`src/rtl/nx_ob_packer_pkg.sv`:
```
// Shared definitions for the outbound packer: FSM states,
// lane keep patterns and the source tag carried in bit 31.
package nx_ob_packer_pkg;

  localparam logic [1:0] ST_EMPTY = 2'd0;
  localparam logic [1:0] ST_HALF  = 2'd1;
  localparam logic [1:0] ST_FULL  = 2'd2;

  localparam logic [7:0] KEEP_FULL = 8'hFF;
  localparam logic [7:0] KEEP_HALF = 8'h0F;

  localparam logic SRC_CTRL = 1'b1;
  localparam logic SRC_CORE = 1'b0;

  function automatic logic [31:0] mk_word(
    input logic        src,
    input logic [30:0] pl
  );
    return {src, pl};
  endfunction

endpackage

```
`src/rtl/nx_rr_arbiter_2.sv`:
```
// Two-way round-robin arbiter with a last-grant register;
// the register only moves when the caller signals a transfer.
module nx_rr_arbiter_2 #(
  parameter logic RST_LAST = 1'b1
) (
  input  logic       clk,
  input  logic       rst_n,
  input  logic [1:0] req_i,
  input  logic       advance_i,
  output logic [1:0] gnt_o
);

  logic last_q;
  logic last_d;

  // last_q holds the index of the requester served most recently
  always_comb begin
    gnt_o = 2'b00;
    if (&req_i) begin
      gnt_o = last_q ? 2'b01 : 2'b10;
    end else if (req_i[0]) begin
      gnt_o = 2'b01;
    end else if (req_i[1]) begin
      gnt_o = 2'b10;
    end
    last_d = last_q;
    if (advance_i && (|gnt_o)) begin
      last_d = gnt_o[1];
    end
  end

  always_ff @(posedge clk or negedge rst_n) begin
    if (!rst_n) begin
      last_q <= RST_LAST;
    end else begin
      last_q <= last_d;
    end
  end

endmodule

```
`src/rtl/nx_ob_packer.sv`:
```
// Packs 32-bit tagged words from two requesters into 64-bit
// AXI4-stream beats, flushing a lone word on idle timeout or request.
module nx_ob_packer
  import nx_ob_packer_pkg::*;
#(
  parameter int AXI4_DATA_WIDTH = 64,
  parameter int AXI4_STRB_WIDTH = AXI4_DATA_WIDTH / 8,
  parameter int AXI4_ID_WIDTH   = 1,
  parameter int FLUSH_CYCLES    = 16
) (
  input  logic                       clk,
  input  logic                       rstn,
  input  logic [30:0]                ctrl_data_i,
  input  logic                       ctrl_valid_i,
  output logic                       ctrl_ready_o,
  input  logic [30:0]                core_data_i,
  input  logic                       core_valid_i,
  output logic                       core_ready_o,
  input  logic                       flush_i,
  output logic [AXI4_DATA_WIDTH-1:0] outbound_tdata,
  output logic [AXI4_STRB_WIDTH-1:0] outbound_tkeep,
  output logic [AXI4_STRB_WIDTH-1:0] outbound_tstrb,
  output logic [AXI4_ID_WIDTH-1:0]   outbound_tid,
  output logic                       outbound_tlast,
  output logic                       outbound_tvalid,
  input  logic                       outbound_tready,
  output logic [31:0]                status_beats_o
);

  localparam logic [7:0] IDLE_LIM = 8'(FLUSH_CYCLES - 1);

  logic [1:0]                 state_q, state_d;
  logic [7:0]                 idle_q, idle_d;
  logic [AXI4_DATA_WIDTH-1:0] data_q, data_d;
  logic [AXI4_STRB_WIDTH-1:0] keep_q, keep_d;
  logic                       tvalid_q, tvalid_d;
  logic [31:0]                beats_q, beats_d;

  logic [1:0]  gnt;
  logic        can_accept;
  logic        acc;
  logic        timeout;
  logic [31:0] word;

  nx_rr_arbiter_2 #(
    .RST_LAST (1'b1)
  ) u_arb (
    .clk       (clk),
    .rst_n     (rstn),
    .req_i     ({core_valid_i, ctrl_valid_i}),
    .advance_i (acc),
    .gnt_o     (gnt)
  );

  assign can_accept   = (state_q != ST_FULL) || outbound_tready;
  assign ctrl_ready_o = rstn & can_accept & gnt[0];
  assign core_ready_o = rstn & can_accept & gnt[1];
  assign acc = (ctrl_ready_o & ctrl_valid_i)
             | (core_ready_o & core_valid_i);
  assign word = core_ready_o ? mk_word(SRC_CORE, core_data_i)
                             : mk_word(SRC_CTRL, ctrl_data_i);
  assign timeout = (idle_q == IDLE_LIM) || flush_i;

  always_comb begin
    state_d  = state_q;
    idle_d   = idle_q;
    data_d   = data_q;
    keep_d   = keep_q;
    tvalid_d = tvalid_q;
    beats_d  = beats_q + {31'd0, tvalid_q & outbound_tready};
    unique case (state_q)
      ST_EMPTY: begin
        if (acc) begin
          data_d  = {32'd0, word};
          idle_d  = 8'd0;
          state_d = ST_HALF;
        end
      end
      ST_HALF: begin
        // an accept in the same cycle as a timeout wins: full beat
        if (acc) begin
          data_d[63:32] = word;
          keep_d        = KEEP_FULL;
          tvalid_d      = 1'b1;
          idle_d        = 8'd0;
          state_d       = ST_FULL;
        end else if (timeout) begin
          data_d[63:32] = 32'd0;
          keep_d        = KEEP_HALF;
          tvalid_d      = 1'b1;
          idle_d        = 8'd0;
          state_d       = ST_FULL;
        end else begin
          idle_d = idle_q + 8'd1;
        end
      end
      ST_FULL: begin
        if (outbound_tready) begin
          tvalid_d = 1'b0;
          idle_d   = 8'd0;
          if (acc) begin
            data_d  = {32'd0, word};
            state_d = ST_HALF;
          end else begin
            state_d = ST_EMPTY;
          end
        end
      end
      default: begin
        state_d  = ST_EMPTY;
        tvalid_d = 1'b0;
        idle_d   = 8'd0;
      end
    endcase
  end

  always_ff @(posedge clk or negedge rstn) begin
    if (!rstn) begin
      state_q  <= ST_EMPTY;
      idle_q   <= 8'd0;
      data_q   <= '0;
      keep_q   <= '0;
      tvalid_q <= 1'b0;
      beats_q  <= 32'd0;
    end else begin
      state_q  <= state_d;
      idle_q   <= idle_d;
      data_q   <= data_d;
      keep_q   <= keep_d;
      tvalid_q <= tvalid_d;
      beats_q  <= beats_d;
    end
  end

  assign outbound_tdata  = data_q;
  assign outbound_tkeep  = keep_q;
  assign outbound_tstrb  = keep_q;
  assign outbound_tid    = '0;
  assign outbound_tlast  = 1'b1;
  assign outbound_tvalid = tvalid_q;
  assign status_beats_o  = beats_q;

endmodule

```
`config.mk`:
```
export PLATFORM = sky130hd
export DESIGN_NAME = nx_ob_packer
export DESIGN_NICKNAME = d
export VERILOG_FILES = /design/src/rtl/nx_ob_packer_pkg.sv /design/src/rtl/nx_rr_arbiter_2.sv /design/src/rtl/nx_ob_packer.sv
export SDC_FILE = /design/constraint.sdc
export NUM_CORES = 1
export LEC_CHECK = 0
export ABC_AREA = 1
export CORE_MARGIN = 2
export CORE_UTILIZATION = 47
export CTS_BUF_LIST = sky130_fd_sc_hd__clkbuf_8
export CTS_CLUSTER_DIAMETER = 60
export DETAILED_ROUTE_END_ITERATION = 10
export HOLD_SLACK_MARGIN = 0.15
export PLACE_DENSITY_LB_ADDON = 0.1
export SYNTH_ARGS = -nofsm -noshare
export SYNTH_HDL_FRONTEND = slang
export SYNTH_SLANG_ARGS = --single-unit
export TNS_END_PERCENT = 50
```
`constraint.sdc`:
```
create_clock -name clk -period 2 [get_ports clk]
set_clock_uncertainty 0.05 [all_clocks]
set_input_delay 0.3 -clock clk [delete_from_list [all_inputs] [get_ports clk]]
set_output_delay 0.3 -clock clk [all_outputs]
set_load 0.05 [all_outputs]
```
After elaboration in Yosys (flattened, before gate mapping)

Index checks and enable logic that the tools add are counted.

Bits in registers: 116
Logic and storage cells: 68
Output and inout port bits: 117
Bits of input ports: 68

Multiplexer cells: 28
Reductions and logical operators: 15
Bitwise gates (word level): 8
Add/sub/neg operators: 2
Equality and inequality tests: 7

Operators with widths:

| kind                                                             | count |
|---|---|
| 64-bit 2-to-1 mux                                                | 2 |
| 32-bit 2-to-1 mux                                                | 3 |
| 32-bit one-hot mux with 3 select lines                           | 1 |
| 32-bit one-hot mux with 2 select lines                           | 1 |
| 8-bit 2-to-1 mux                                                 | 6 |
| 32-bit by 1-bit adder with 32-bit output                         | 1 |
| 8-bit one-hot mux with 3 select lines                            | 1 |
| 2-bit 2-to-1 mux                                                 | 8 |
| 3-bit AND reduction                                              | 3 |
| 8-bit by 1-bit adder with 8-bit output (second input constant)   | 1 |
| 8-bit by 4-bit == test with 1-bit output (second input constant) | 1 |
| 2-bit AND reduction                                              | 4 |
| 1-bit bitwise AND                                                | 6 |
| 2-bit one-hot mux with 3 select lines                            | 1 |
| 1-bit 2-to-1 mux                                                 | 4 |
| 2-bit != test (second input constant)                            | 2 |
| 2-bit nonzero test                                               | 2 |
| 3-bit by 2-bit != test with 1-bit output (second input constant) | 1 |
| 1-bit one-hot mux with 3 select lines                            | 1 |
| 3-bit nonzero test                                               | 1 |
| 2-bit by 1-bit == test with 1-bit output (second input constant) | 1 |
| 2-bit == test (second input constant)                            | 1 |
| 2-bit zero test                                                  | 1 |
| 1-bit logical OR                                                 | 2 |
| 5 further kinds                                                  | 5 |

Longest topological paths before layout

Word-level depth: 9
Mapped depth: 12

Modules after synthesis

Synthesis repeated with hierarchy kept, for this count alone.

Cells, all modules: 662
Area, all modules: 5341.4 sq um

By module, submodules not included:

| module          | times used | sequential area each (sq um) | cells an instance | area an instance (sq um) |
|---|---|---|---|---|
| nx_ob_packer    | 1          | 2727.6                       | 654               | 5280.1 |
| nx_rr_arbiter_2 | 1          | 26.3                         | 8                 | 61.3 |

Worst setup path before layout

No wires, ideal clock.

Kind: register to register
Start point: register tvalid_q (netlist: outbound_tvalid)
End point: register beats_q[24] (netlist: status_beats_o[24])
Arrival: 2039 ps
Path buffers: 0
Data required time: 1827 ps
Cell stages (with the launch flop): 13
Period minus slack after synthesis: 2211 ps
Slack: -211 ps
Setup time: 123 ps
Cell sequence: dfrtp_1 nand2_1 inv_1 ha_1 ha_1 nand3_1 nor2_1 nand2_1 inv_1 nand2_1 nor2_1 nand2_1 xor2_1

Word-level cells in the longest chain between the ends: 2

Ends and longest elaborated chain:

| element                                  | RTL line            | RTL |
|---|---|---|
| from (decl)                              | nx_ob_packer.sv:36  | `logic tvalid_q, tvalid_d;` |
| from (signal assigned)                   | nx_ob_packer.sv:130 | `tvalid_q <= tvalid_d;` |
| 1-bit bitwise AND                        | nx_ob_packer.sv:70  | `beats_d = beats_q + {31'd0, tvalid_q & outbound_tready};` |
| 32-bit by 1-bit adder with 32-bit output | nx_ob_packer.sv:70  |  |
| named net beats_d[24]                    | nx_ob_packer.sv:37  | `logic [31:0] beats_q, beats_d;` |
| to (signal assigned)                     | nx_ob_packer.sv:131 | `beats_q <= beats_d;` |
| to (decl)                                | nx_ob_packer.sv:37  |  |

The timed path passes the listed nets, and every way through them passes these cells.
A chain may end at the register's enable or synchronous reset.

Worst setup path in the final report

Start point: register beats_q[24] (netlist: status_beats_o[24])
End point: output port status_beats_o[24]

RTL lines:

| element   | RTL line           | RTL |
|---|---|---|
| to (decl) | nx_ob_packer.sv:27 | `output logic [31:0] status_beats_o` |

No word-level cell between the ends.

==> flow_summary_export.csv <==
group,metric,value,unit
worst_setup_path,crit_arrival,1620,ps
power_and_ir_drop,p_total,10.4,mW
sta,hold_ws,428,ps
global_route,antenna_found_initial,0,
sta,drv_slew,0,
logic_synthesis,yosys_warnings,0,
sta,slew_headroom,0.515,
floorplanning,num_io_pins,185,
clock_network,numCtsBuffers,9,
power_and_ir_drop,power_frac_comb,0.558,
route,ant_nets,0,
worst_setup_path,critical_path_class,"reg2out",
clock_network,htree_num_levels,3,
final_layout,num-nets-final,932,
logic_synthesis,synthFlopType,"dfrtp_1",
power_and_ir_drop,p_sw_frac,0.492,
power_and_ir_drop,leakagePower,4.06,nW
sta,period_minus_slack,1970,ps
status,outcome,"finished, final reports clean",
global_route,grt_pass1_wl,22200,um
logic_synthesis,syn_nets,740,
logic_synthesis,synthArstFlopShare,1.00,
sta,max_freq,508,MHz
place,place.gp.congestion,0.928,
logic_synthesis,syn_avg_cell_area,7.83,um2
route,viasPerCell,4.90,
logic_synthesis,ys_ff_latch,110,
worst_setup_path,cp_cell_sequence,"clkdlybuf4s50_1",
worst_setup_path,max_stage_delay,830,ps
route,firstDrtPassIters,4,
logic_synthesis,synth-seq-area-share,0.526,
global_route,grt_remaining_overflow,0,
logic_synthesis,synth_edf_count,0,
clock_network,clk_latency,360,ps
sta,tightest_slew,727,ps
worst_hold_path,min_path_cells,2,
worst_setup_path,required,1650,ps
route,drc_errors,0,
floorplanning,die_w,110,um
clock_network,clockBufferDepth,2,
place,hpwl,10400,um
floorplanning,num_rows,38,
logic_synthesis,synth_top_cells_by_area,"dfrtp_1 52%, nand2_1 26%, xor2_1 3.5%",
logic_synthesis,yosysTopAreaCell,"dfrtp_1",
global_route,grt_max_degree,59,
power_and_ir_drop,intPower,5.29,mW
worst_setup_path,cp.depth,1,
clock_network,clockRootBuffer,"clkbuf_8",
clock_network,cts_tree,"done",
route,wl_per_cell,13.8,um
floorplanning,die_y,110,um
sta,fin_tns_setup,0,ps
final_layout,antenna_cells,0,
route,num_vias,4933,
worst_setup_path,startpoint_type,"flip-flop",
place,port_buffers,182,
worst_setup_path,r2r_slack,150,ps
power_and_ir_drop,switchingPower,5.13,mW
final_layout,drive_gt1_frac,0.0982,
worst_hold_path,hp-class,"reg2reg",
power_and_ir_drop,seq_power_share,0.324,
worst_setup_path,critPathSlowestCell,"clkdlybuf4s50_1",
global_route,grt_use_total,0.238,
global_route,first_global_vias,4705,
final_layout,nFillCells,917,
sta,finalHoldViolations,0,
floorplanning,die_area,12000,um2
logic_synthesis,yosysTopAreaCellShare,0.521,
final_layout,mostFrequentLayoutCells,"361 x nand2_1, 136 x clkdlybuf4s50_1, 107 x dfrtp_1",
route,drt_first_iter_violations,273,
clock_network,clkTransAtPathRegs,100,ps
worst_setup_path,crit_path_end_kind,"output pin",
sta,rsz0062_at_grt,"no",
worst_setup_path,crit_buf_inv,1,
run,maxCapViolations,0,
logic_synthesis,syn-cell-area,5240,um2
sta,setup_viol,0,
final_layout,syn_to_final_growth,44.6,%
worst_setup_path,cp_max_fo,4,
power_and_ir_drop,peakVddDrop,0.000904,V
power_and_ir_drop,pwr-share-clk,0.118,
power_and_ir_drop,powerDensity,1380,nW/um2
route,routed_wl,13900,um
logic_synthesis,synth_cell_type_count,26,
worst_setup_path,r2r_cells,12,
final_layout,finish.utilization,0.699,
floorplanning,initial_utilization,0.483,
floorplanning,core_area,10800,um2
sta,post-route-period-util,0.984,
final_layout,final_common_cell,"nand2_1",
clock_network,cts_sinks,110,
logic_synthesis,netlist_instances,669,
worst_setup_path,timing.critical_path.max_delay_family,"buffers and inverters",
final cells by class:
| cell class | count | area [um2] | share of cell area |
|---|---|---|---|
| inverters | 31 | 116 | 0.0154 |
| repair buffers | 215 | 2110 | 0.279 |
| multi-input cells | 494 | 2230 | 0.295 |
| clock inverters | 5 | 26.3 | 0.00347 |
| clock buffers | 11 | 151 | 0.0200 |
| well taps | 140 | 175 | 0.0231 |
| flip-flops and latches | 110 | 2760 | 0.364 |
worst paths after layout:
check | start | end
worst max-delay path | status_beats_o[24] | status_beats_o[24]
worst min-delay path | outbound_tdata[49] | outbound_tdata[49]
worst max register to register | outbound_tvalid | status_beats_o[24]
worst min register to register | outbound_tdata[49] | outbound_tdata[49]
max in group asynchronous | rstn | outbound_tvalid
min in group asynchronous | rstn | outbound_tdata[16]
kinds of logic after synthesis:
family          synth area share
buf+inv                   0.0626
simple gates               0.342
compound gates            0.0119
xor+xnor                  0.0485
fa+ha+maj                0.00717
other cells              0.00143
flops                      0.526
routing by layer:
layer | vias up | global-route usage | wire [um]
li1 | 2422 | - | -
met1 | 2327 | 0.294 | 5610
met2 | 160 | 0.401 | 6920
met3 | 24 | 0.0616 | 982
met4 | 0 | 0.0904 | 350
met5 | - | 0 | 0
worst min-delay path: cells and delay by family, from the launching register on:
family           cells  cell delay [ps]
flip-flops           1              350
AND/OR/NAND/NOR      2              100
power groups by stage:
stage	logic, mW	clock network [mW]	registers, mW
2_1_floorplan	1.47	0	5.59
3_3_place_gp	5.76	0	3.37
3_5_place_dp	5.83	0	3.38
4_1_cts	5.84	1.26	3.36
5_1_grt	6.14	1.35	3.47
6_report	5.82	1.23	3.38
registers in the layout, summed over array words and instances, names as in the netlist:
name / flops
status_beats_o: 32
outbound_tvalid: 1
idle_q: 8
outbound_tdata: 64
outbound_tkeep: 2
state_q: 2
u_arb.last_q: 1
cells in the mapped netlist, types with 3 or more instances:
cell      number
nand2_1      363
dfrtp_1      109
nor2_1        33
inv_1         31
nand3_1       21
xor2_1        21
buf_4         19
nor3_1        12
buf_2         10
xnor2_1        8
nand4_1        7
o21ai_0        7
clkbuf_1       5
nand3b_1       4
ha_1           3
nor3b_1        3
repair_timing:
| action | CTS | global route |
|---|---|---|
| pin swaps | 2 | 2 |
| setup endpoints to repair | 19 | 19 |
| buffers inserted | 0 | 1 |
| hold buffers | 1 | 0 |
| endpoints found under the hold margin | 109 | 0 |
| resized for setup | 19 | 22 |
per-stage QoR:
step	std cells	cell area, um2	setup slack [ps]
finish	1006	7570	32.1
global route	1006	7570	0.590
CTS	1005	7480	2.03
detailed placement	988	7310	-412
global placement	988	7310	-311
floorplan	669	5260	5.88
Note: power is estimated with default switching activity, not from simulation.
